`src/rtl/gate_sweep_pkg.sv`:
```
// Shared types, mode encodings and vector-count helper for the gate sweeper.
package gate_sweep_pkg;

   typedef enum logic [2:0] {
      ST_IDLE   = 3'd0,
      ST_APPLY  = 3'd1,
      ST_SETTLE = 3'd2,
      ST_CHECK  = 3'd3,
      ST_DONE   = 3'd4
   } sweep_state_e;

   localparam logic [1:0] MODE_BIN  = 2'd0;
   localparam logic [1:0] MODE_GRAY = 2'd1;
   localparam logic [1:0] MODE_WALK = 2'd2;

   // Number of vectors in a sweep: one per input bit when walking a one,
   // otherwise every combination (the reserved mode behaves as binary).
   function automatic logic [16:0] nvec(input int unsigned n_in, input logic [1:0] mode);
      if (mode == MODE_WALK) begin
         return 17'(n_in);
      end else begin
         return 17'd1 << n_in;
      end
   endfunction

endpackage

```
`src/rtl/sweep_vector_encoder.sv`:
```
// Maps a sweep index to the stimulus vector for the selected sweep mode.
module sweep_vector_encoder
   import gate_sweep_pkg::*;
#(
   parameter int N_IN = 9
) (
   input  logic [N_IN-1:0] index_i,
   input  logic [1:0]      mode_i,
   output logic [N_IN-1:0] vec_o
);

   localparam logic [N_IN-1:0] ONE = N_IN'(1);

   // Select binary, Gray or walking-one encoding of the index.
   always_comb begin
      vec_o = index_i;
      case (mode_i)
         MODE_GRAY: vec_o = index_i ^ (index_i >> 1);
         MODE_WALK: vec_o = ONE << index_i;
         default:   vec_o = index_i;
      endcase
   end

endmodule

```
`src/rtl/gate_vector_sweeper.sv`:
```
// Exhaustive stimulus generator and response checker for N-input gate DUTs.
// Every output is registered, so it reflects the FSM state of the previous cycle.
module gate_vector_sweeper
   import gate_sweep_pkg::*;
#(
   parameter int N_IN   = 9,
   parameter int N_OUT  = 5,
   parameter int SETTLE = 1
) (
   input  logic             clk_i,
   input  logic             rst_i,
   input  logic             start_i,
   input  logic             abort_i,
   input  logic [1:0]       mode_i,
   output logic [N_IN-1:0]  stim_o,
   input  logic [N_OUT-1:0] resp_i,
   input  logic [N_OUT-1:0] expect_i,
   output logic             busy_o,
   output logic             chk_valid_o,
   output logic             chk_fail_o,
   output logic [N_IN:0]    vec_index_o,
   output logic             done_o,
   output logic [N_IN:0]    err_count_o,
   output logic [N_IN-1:0]  first_err_vec_o,
   output logic             first_err_valid_o
);

   localparam int VW = N_IN + 1;
   localparam int CW = (SETTLE > 1) ? $clog2(SETTLE) : 1;

   sweep_state_e    state_q, state_d;
   logic [1:0]      mode_q, mode_d;
   logic [VW-1:0]   vec_q, vec_d;
   logic [CW-1:0]   cnt_q, cnt_d;
   logic [N_IN-1:0] stim_q, stim_d;
   logic            busy_q, busy_d;
   logic            chk_valid_q, chk_valid_d;
   logic            chk_fail_q, chk_fail_d;
   logic            done_q, done_d;
   logic [VW-1:0]   err_q, err_d;
   logic [N_IN-1:0] fev_q, fev_d;
   logic            fevv_q, fevv_d;

   logic [N_IN-1:0] enc_s;
   logic [VW-1:0]   last_idx_s;
   logic            mism_s;

   sweep_vector_encoder #(.N_IN(N_IN)) u_enc (
      .index_i (vec_q[N_IN-1:0]),
      .mode_i  (mode_q),
      .vec_o   (enc_s)
   );

   assign last_idx_s = VW'(nvec(N_IN, mode_q) - 17'd1);
   assign mism_s     = (resp_i != expect_i);

   // Next-state and registered-output decode for the sweep FSM.
   always_comb begin
      state_d     = state_q;
      mode_d      = mode_q;
      vec_d       = vec_q;
      cnt_d       = cnt_q;
      stim_d      = stim_q;
      busy_d      = 1'b0;
      chk_valid_d = 1'b0;
      chk_fail_d  = 1'b0;
      done_d      = 1'b0;
      err_d       = err_q;
      fev_d       = fev_q;
      fevv_d      = fevv_q;
      case (state_q)
         ST_IDLE: begin
            if (start_i) begin
               mode_d  = mode_i;
               err_d   = '0;
               fevv_d  = 1'b0;
               vec_d   = '0;
               state_d = ST_APPLY;
            end else begin
               state_d = ST_IDLE;
            end
         end
         ST_APPLY: begin
            busy_d = ~abort_i;
            if (abort_i) begin
               state_d = ST_IDLE;
            end else begin
               stim_d  = enc_s;
               cnt_d   = CW'(SETTLE - 1);
               state_d = ST_SETTLE;
            end
         end
         ST_SETTLE: begin
            busy_d = ~abort_i;
            if (abort_i) begin
               state_d = ST_IDLE;
            end else if (cnt_q == '0) begin
               state_d = ST_CHECK;
            end else begin
               cnt_d = cnt_q - CW'(1);
            end
         end
         ST_CHECK: begin
            // The compare is recorded even when the sweep is aborted here.
            busy_d      = ~abort_i;
            chk_valid_d = 1'b1;
            chk_fail_d  = mism_s;
            if (mism_s) begin
               err_d = err_q + VW'(1);
               if (!fevv_q) begin
                  fev_d  = stim_q;
                  fevv_d = 1'b1;
               end else begin
                  fev_d  = fev_q;
               end
            end else begin
               err_d = err_q;
            end
            if (abort_i) begin
               state_d = ST_IDLE;
            end else if (vec_q == last_idx_s) begin
               state_d = ST_DONE;
            end else begin
               vec_d   = vec_q + VW'(1);
               state_d = ST_APPLY;
            end
         end
         ST_DONE: begin
            done_d  = 1'b1;
            state_d = ST_IDLE;
         end
         default: begin
            state_d = ST_IDLE;
         end
      endcase
   end

   // State and output registers with synchronous reset.
   always_ff @(posedge clk_i) begin
      if (rst_i) begin
         state_q     <= ST_IDLE;
         mode_q      <= MODE_BIN;
         vec_q       <= '0;
         cnt_q       <= '0;
         stim_q      <= '0;
         busy_q      <= 1'b0;
         chk_valid_q <= 1'b0;
         chk_fail_q  <= 1'b0;
         done_q      <= 1'b0;
         err_q       <= '0;
         fev_q       <= '0;
         fevv_q      <= 1'b0;
      end else begin
         state_q     <= state_d;
         mode_q      <= mode_d;
         vec_q       <= vec_d;
         cnt_q       <= cnt_d;
         stim_q      <= stim_d;
         busy_q      <= busy_d;
         chk_valid_q <= chk_valid_d;
         chk_fail_q  <= chk_fail_d;
         done_q      <= done_d;
         err_q       <= err_d;
         fev_q       <= fev_d;
         fevv_q      <= fevv_d;
      end
   end

   assign stim_o            = stim_q;
   assign busy_o            = busy_q;
   assign chk_valid_o       = chk_valid_q;
   assign chk_fail_o        = chk_fail_q;
   assign vec_index_o       = vec_q;
   assign done_o            = done_q;
   assign err_count_o       = err_q;
   assign first_err_vec_o   = fev_q;
   assign first_err_valid_o = fevv_q;

endmodule

```
`config.mk`:
```
export PLATFORM = sky130hd
export DESIGN_NAME = gate_vector_sweeper
export DESIGN_NICKNAME = d
export VERILOG_FILES = /design/src/rtl/gate_sweep_pkg.sv /design/src/rtl/sweep_vector_encoder.sv /design/src/rtl/gate_vector_sweeper.sv
export SDC_FILE = /design/constraint.sdc
export NUM_CORES = 1
export LEC_CHECK = 0
export ABC_AREA = 1
export CAP_MARGIN = 20
export CELL_PAD_IN_SITES_DETAIL_PLACEMENT = 1
export CELL_PAD_IN_SITES_GLOBAL_PLACEMENT = 2
export CORE_MARGIN = 2
export CORE_UTILIZATION = 28
export CTS_CLUSTER_DIAMETER = 40
export DETAILED_ROUTE_END_ITERATION = 10
export PLACE_DENSITY = 0.81
export SLEW_MARGIN = 40
export SYNTH_ARGS = -nofsm -noshare
export SYNTH_HDL_FRONTEND = slang
export SYNTH_SLANG_ARGS = --single-unit
export TNS_END_PERCENT = 20
```
`constraint.sdc`:
```
create_clock -name clk_i -period 1.8 [get_ports clk_i]
set_input_delay 0.18 -clock clk_i [delete_from_list [all_inputs] [get_ports clk_i]]
set_output_delay 0.18 -clock clk_i [all_outputs]
set_load 0.01 [all_outputs]
```
After elaboration in Yosys (flattened, before gate mapping)
Index checks and enable logic that the tools add are counted.

storage, ports and cells
  register bits after elaboration = 49
  input port bits = 16
  output and inout bits = 43
  word-level logic and storage cells = 73

operators by class
  add/subtract/negate cells = 4
  eq/ne operators = 15
  shift operators = 1
  muxes and demuxes = 24
  bitwise gates (word level) = 5
  reduce and logical (&&, ||, !) cells = 12

operator list
  kind                                                 count
  two-way mux 10 bit                                   5
  one-hot mux 10 bit (2 select lines)                  2
  adder 10 x 1 -> 10 bit (second input constant)       2
  one-hot mux 9 bit (2 select lines)                   1
  two-way mux 3 bit                                    4
  inequality test 2 bit (second input constant)        6
  one-hot mux 3 bit (4 select lines)                   1
  == test 10 bit                                       1
  subtractor 10 x 1 -> 10 bit (second input constant)  1
  AND reduction 3 bit                                  3
  left shift 1 x 9 -> 9 bit (first input constant)     1
  bitwise XOR 9 x 8 -> 9 bit                           1
  two-way mux 1 bit                                    8
  == test 3 x 2 -> 1 bit (second input constant)       2
  inequality test 5 bit                                1
  inverter 1 bit                                       4
  one-hot mux 1 bit (2 select lines)                   2
  AND reduction 2 bit                                  2
  AND reduction 4 bit                                  1
  nonzero test 2 bit                                   2
  OR reduction 2 bit                                   2
  == test 3 x 1 -> 1 bit (second input constant)       1
  == test 3 bit (second input constant)                1
  zero test 3 bit                                      1
  other kinds (6)                                      6

Logic depth before layout (Yosys ltp)
Gate-level depths: netlist of the first run.

  depth after elaboration = 7
  gate-level depth with buffers = 13
  mapped depth without buffers = 13

By module
A second synthesis of the first run with hierarchy kept.

second synthesis, totals
  cell total of the unflattened synthesis = 416
  area total of the unflattened synthesis = 2720.1 um^2

modules (own cells, without submodules)
  module                instances  cells an instance  area an instance (um^2)  seq. area each (um^2)
  gate_vector_sweeper   1          329                2301.0                   960.9
  sweep_vector_encoder  1          87                 419.2                    0.0

Least setup slack after synthesis of the first run
OpenSTA, ideal clock, no wires.

  path kind = register to register
  from = register mode_q[0]
  to = register vec_q[2] (netlist: vec_index_o[2])
  library setup time = 115 ps
  arrival time = 1369 ps
  data required time = 1685 ps
  slack = 315 ps
  stages on the path, launching flop included = 14
  buffers on the path = 1
  path through = dfxtp_1 inv_1 ha_1 inv_1 nand2_1 nor2_1 nand2_1 nand2_1 nand3_2 nand2_2 nand2_4 buf_6 a21oi_1 nor2_1

between the ends
  cells in the longest elaborated chain, start to end = 6

ends and longest elaborated chain
  element                                 line                        text
  start: declaration                      gate_vector_sweeper.sv:32   logic [1:0] mode_q, mode_d;
  start signal: assignment                gate_vector_sweeper.sv:155  mode_q <= mode_d;
  == test 2 bit                           gate_sweep_pkg.sv:19        if (mode == MODE_WALK) begin
  two-way mux 10 bit                      gate_sweep_pkg.sv:19
  subtractor 10 x 1 -> 10 bit             gate_vector_sweeper.sv:54   assign last_idx_s = VW'(nvec(N_IN, mode_q) - 17'd1);
  == test 10 bit                          gate_vector_sweeper.sv:121  end else if (vec_q == last_idx_s) begin
  inequality test 2 bit (no source line)  n/a
  AND reduction 4 bit (no source line)    n/a
  end signal: assignment                  gate_vector_sweeper.sv:156  vec_q <= vec_d;
  end: declaration                        gate_vector_sweeper.sv:33   logic [VW-1:0] vec_q, vec_d;

No other way between the ends.
A chain may end at the register's enable or synchronous reset.

Final worst setup path of the first run
  from = register vec_q[0] (netlist: vec_index_o[0])
  to = output port vec_index_o[0]

RTL lines
  element           line                       text
  end: declaration  gate_vector_sweeper.sv:21  output logic [N_IN:0] vec_index_o,

No word-level cell between the ends.

==> flow_summary.json, run 1 <==
{
  "status": "complete, no violations",
  "wl_met3_microns": 242,
  "cts_tree": "built",
  "io_pins": 59,
  "multiInputGateArea_sq_um": 1540,
  "layout-drive-gt1-share_pct": 13.2,
  "cts.sinks": 48,
  "crit_type": "reg2out",
  "yosysSeqAreaShare_pct": 35.4,
  "layout.nets": 491,
  "synth_area_sq_um": 2710,
  "worst_pin_slew_ns": 0.379,
  "p_int_mw": 1.60,
  "die_area_sq_um": 10500,
  "peakVddDrop_mv": 0.298,
  "maxCapViolations": 0,
  "portBuffers": 58,
  "maxSlewViolCount": 0,
  "clock.fmax_mhz": 580,
  "critPathBufInv": 2,
  "setup_violations": 0,
  "tns_ns": 0,
  "clock_latency_ns": 0.31,
  "hold_viol": 0,
  "grt_overflow": 0,
  "hpwlAfterDp_mm": 6.42,
  "initial_core_util_pct": 29.1,
  "critPathTopFamily": "buffers and inverters",
  "syn_nets": 418,
  "cts.path.max_buffers": 2,
  "die_h_microns": 102,
  "grt.total_usage_pct": 16.2,
  "syn_avg_cell_area_sq_um": 6.97,
  "ys.flop_type": "dfxtp_1",
  "post-route-drc-count": 0,
  "antenna_left": 0,
  "switching_share_pct": 30.1,
  "clk_pin_slew_ns": 0.09,
  "cts_htree_levels": 2,
  "period_needed_ns": 1.72,
  "hold_class": "reg2reg",
  "min_from": "first_err_vec_o[3]$_SDFFE_PP0P_",
  "p_per_area_nw_per_um2": 628,
  "min_period_over_period_pct": 95.8,
  "slowest_delay_ns": 0.54,
  "pwr-share-clk_pct": 31.1,
  "rr_startpoint": "mode_q[0]$_SDFFE_PP0P_",
  "slowest_stage": "clkdlybuf4s50_1",
  "seqPwrFrac_pct": 49.4,
  "fin_cells": 592,
  "cp.arrival_ns": 1.54,
  "avgRoutedWirePerCell_microns": 14.1,
  "path_max_fanout": 7,
  "yosysWarnings": 0,
  "finalClockSkew_ns": 0.00768,
  "dr_total_vias": 2829,
  "met2_wirelength_mm": 3.93,
  "antenna_found_initial": 0,
  "ys_seq_elements": 48,
  "grt_pass1_wl_mm": 13.5,
  "coreArea_sq_um": 9330,
  "grt_max_degree": 20,
  "drt_iter0_markers": 87,
  "p_sw_mw": 0.692,
  "whs_ns": 0.489,
  "critPathRequiredTime_ns": 1.62,
  "dp_cells": 584,
  "postSynth.asyncResetShare_pct": 0,
  "root_buffer": "clkbuf_8",
  "grt_pass1_vias": 2814,
  "diodes": 0,
  "via_per_inst": 4.78,
  "crit_path_start_kind": "flop",
  "startpoint": "vec_index_o[0]$_SDFFE_PP0P_",
  "routabilityCongestion": 0.839,
  "wl_met1_mm": 4.08,
  "regArea_sq_um": 963,
  "fillers": 1199,
  "place_ws_ns": 0.0392,
  "syn2layout_area_growth_pct": 34.8,
  "dr.pass1.iters": 4,
  "cp_cell_sequence": "buf_4 -> clkdlybuf4s50_1",
  "synth_cells": 389,
  "routed.top_layer": "met4",
  "setup_ws_ns": 0.0755,
  "cts_buffers": 5,
  "die_width_microns": 102,
  "rows": 35,
  "p_leak_nw": 1.42,
  "totalPowerFinal_mw": 2.30,
  "cp-end-kind": "output pin",
  "relSlewSlack_pct": 74.7,
  "power_frac_comb_pct": 19.5,
  "yosys.cell_types.count": 32,
  "synth_enable_flop_cells": 0,
  "drt-total-wl_mm": 8.34
}
==> worst min-delay path, delay by kind of cell, from the launching register on <==
family,cells,cell delay (ns)
DFF,1,0.32
and+or+nand+nor,2,0.14
==> cell usage after synthesis (2+ instances only) <==
cell | count | area share [%]
nand2_1 | 92 | 13
nor2_1 | 50 | 6.9
dfxtp_1 | 48 | 35
inv_1 | 33 | 4.6
a21oi_1 | 32 | 5.9
nand3_1 | 27 | 5.0
o21ai_0 | 24 | 4.4
ha_1 | 13 | 6.0
nand4_1 | 9 | 2.1
xor2_1 | 9 | 2.9
a21oi_2 | 7 | 2.3
nand3_2 | 7 | 2.6
clkbuf_1 | 5 | 0.69
inv_2 | 5 | 0.69
buf_1 | 3 | 0.42
buf_6 | 3 | 1.2
nor3_1 | 3 | 0.55
a31oi_1 | 2 | 0.46
buf_4 | 2 | 0.55
nand2_4 | 2 | 0.83
nor4_1 | 2 | 0.46
==> final timing paths <==
kind                                                        end  slack, ns  depth (start not counted)
worst max-delay path                             vec_index_o[0]       0.08                          2
worst min register to register  first_err_vec_o[3]$_SDFFE_PP0P_       0.49                          2
worst min-delay path            first_err_vec_o[3]$_SDFFE_PP0P_       0.49                          2
worst max register to register      vec_index_o[6]$_SDFFE_PP0P_       0.16                         13
==> flip-flops by register name (all words and copies together) (netlist names) <==
register and count:
mode_q 2, err_count_o 10, first_err_vec_o 9, stim_o 9, done_o 1, chk_fail_o 1, busy_o 1, chk_valid_o 1
state_q 3, vec_index_o 10, first_err_valid_o 1
==> routing by layer <==
metal | global-route usage [%] | vias to the layer above
met5 | 0 | -
met4 | 3.69 | 0
met3 | 2.87 | 7
met2 | 27.2 | 45
met1 | 21.6 | 1363
li1 | - | 1414
==> cells in the final DEF, fill, tap and decap left out <==
cell type / netlist / final
a21oi_1: 32 / 32
o21ai_0: 24 / 24
nor2_2: 0 / 2
inv_2: 5 / 5
o21bai_1: 1 / 1
a31oi_1: 2 / 2
inv_6: 0 / 1
a21oi_2: 7 / 7
clkbuf_8: 0 / 6
a31o_2: 1 / 1
nand3_1: 27 / 27
buf_4: 2 / 22
clkdlybuf4s50_1: 0 / 58
nor4_1: 2 / 2
nand3b_1: 1 / 1
clkinv_2: 0 / 1
nand2_4: 2 / 2
nor2_8: 1 / 1
nand2_8: 0 / 1
xor2_1: 9 / 9
nand2_2: 1 / 1
nor3_1: 3 / 3
dfxtp_1: 48 / 46
nand4_1: 9 / 9
ha_1: 13 / 13
nor3_2: 1 / 1
inv_1: 33 / 33
nand2_1: 92 / 91
clkinv_1: 1 / 1
xnor2_1: 1 / 1
nand3_2: 7 / 7
dfxtp_2: 0 / 2
nor2_1: 50 / 48
o22ai_1: 1 / 1
or2_2: 1 / 1
==> cells by family (layout without fill, tap and decap cells) <==
family                   count (synthesis)  count (layout)  synth area share (%)
AND/OR/NAND/NOR                        197             197                  33.0
AO/OA/AOI/OAI                           68              68                  13.9
buffers and inverters                   53             127                  8.49
flip-flops                              48              48                  35.4
adder cells (fa/ha/maj)                 13              13                  6.00
XOR/XNOR                                10              10                  3.23
==> repair_timing <==
action | CTS | global route
hold buffers | 0 | 0
setup buffers | 0 | 0
resized for setup | 0 | 7
setup endpoints to repair | 0 | 7
==> metrics by stage <==
step	util [%]	cell area, sq um
after global routing	39.2	3660
after detailed placement	37.9	3540
final	39.2	3660
after global placement	37.9	3540
after CTS	38.9	3630
after floorplan	-	2710
==> power groups by stage <==
stage	logic (mW)	registers, mW	clock network, mW
finish	0.449	1.13	0.714
floorplan	0.235	1.17	0
global placement	0.436	1.16	0
CTS	0.444	1.13	0.742
global route	0.504	1.14	0.784
detailed placement	0.440	1.16	0
==> area by class of cell <==
type,count,area share [%]
Multi-Input combinational cell,288,42.2
Tap cell,129,4.41
Clock inverter,2,0.376
Clock buffer,6,2.26
Inverter,39,4.00
Sequential cell,48,26.4
Timing Repair Buffer,80,20.4
(Power assumes the default switching activity.)
==> run 2: changes to the inputs <==
--- a/config.mk
+++ b/config.mk
@@ -12,6 +12,7 @@
 export CORE_MARGIN = 2
 export CORE_UTILIZATION = 28
 export CTS_CLUSTER_DIAMETER = 40
+export CTS_CLUSTER_SIZE = 20
 export DETAILED_ROUTE_END_ITERATION = 10
 export PLACE_DENSITY = 0.81
 export SLEW_MARGIN = 40
==> results of run 2 <==
The final DEF is identical to that of run 1; final timing and power are the same.
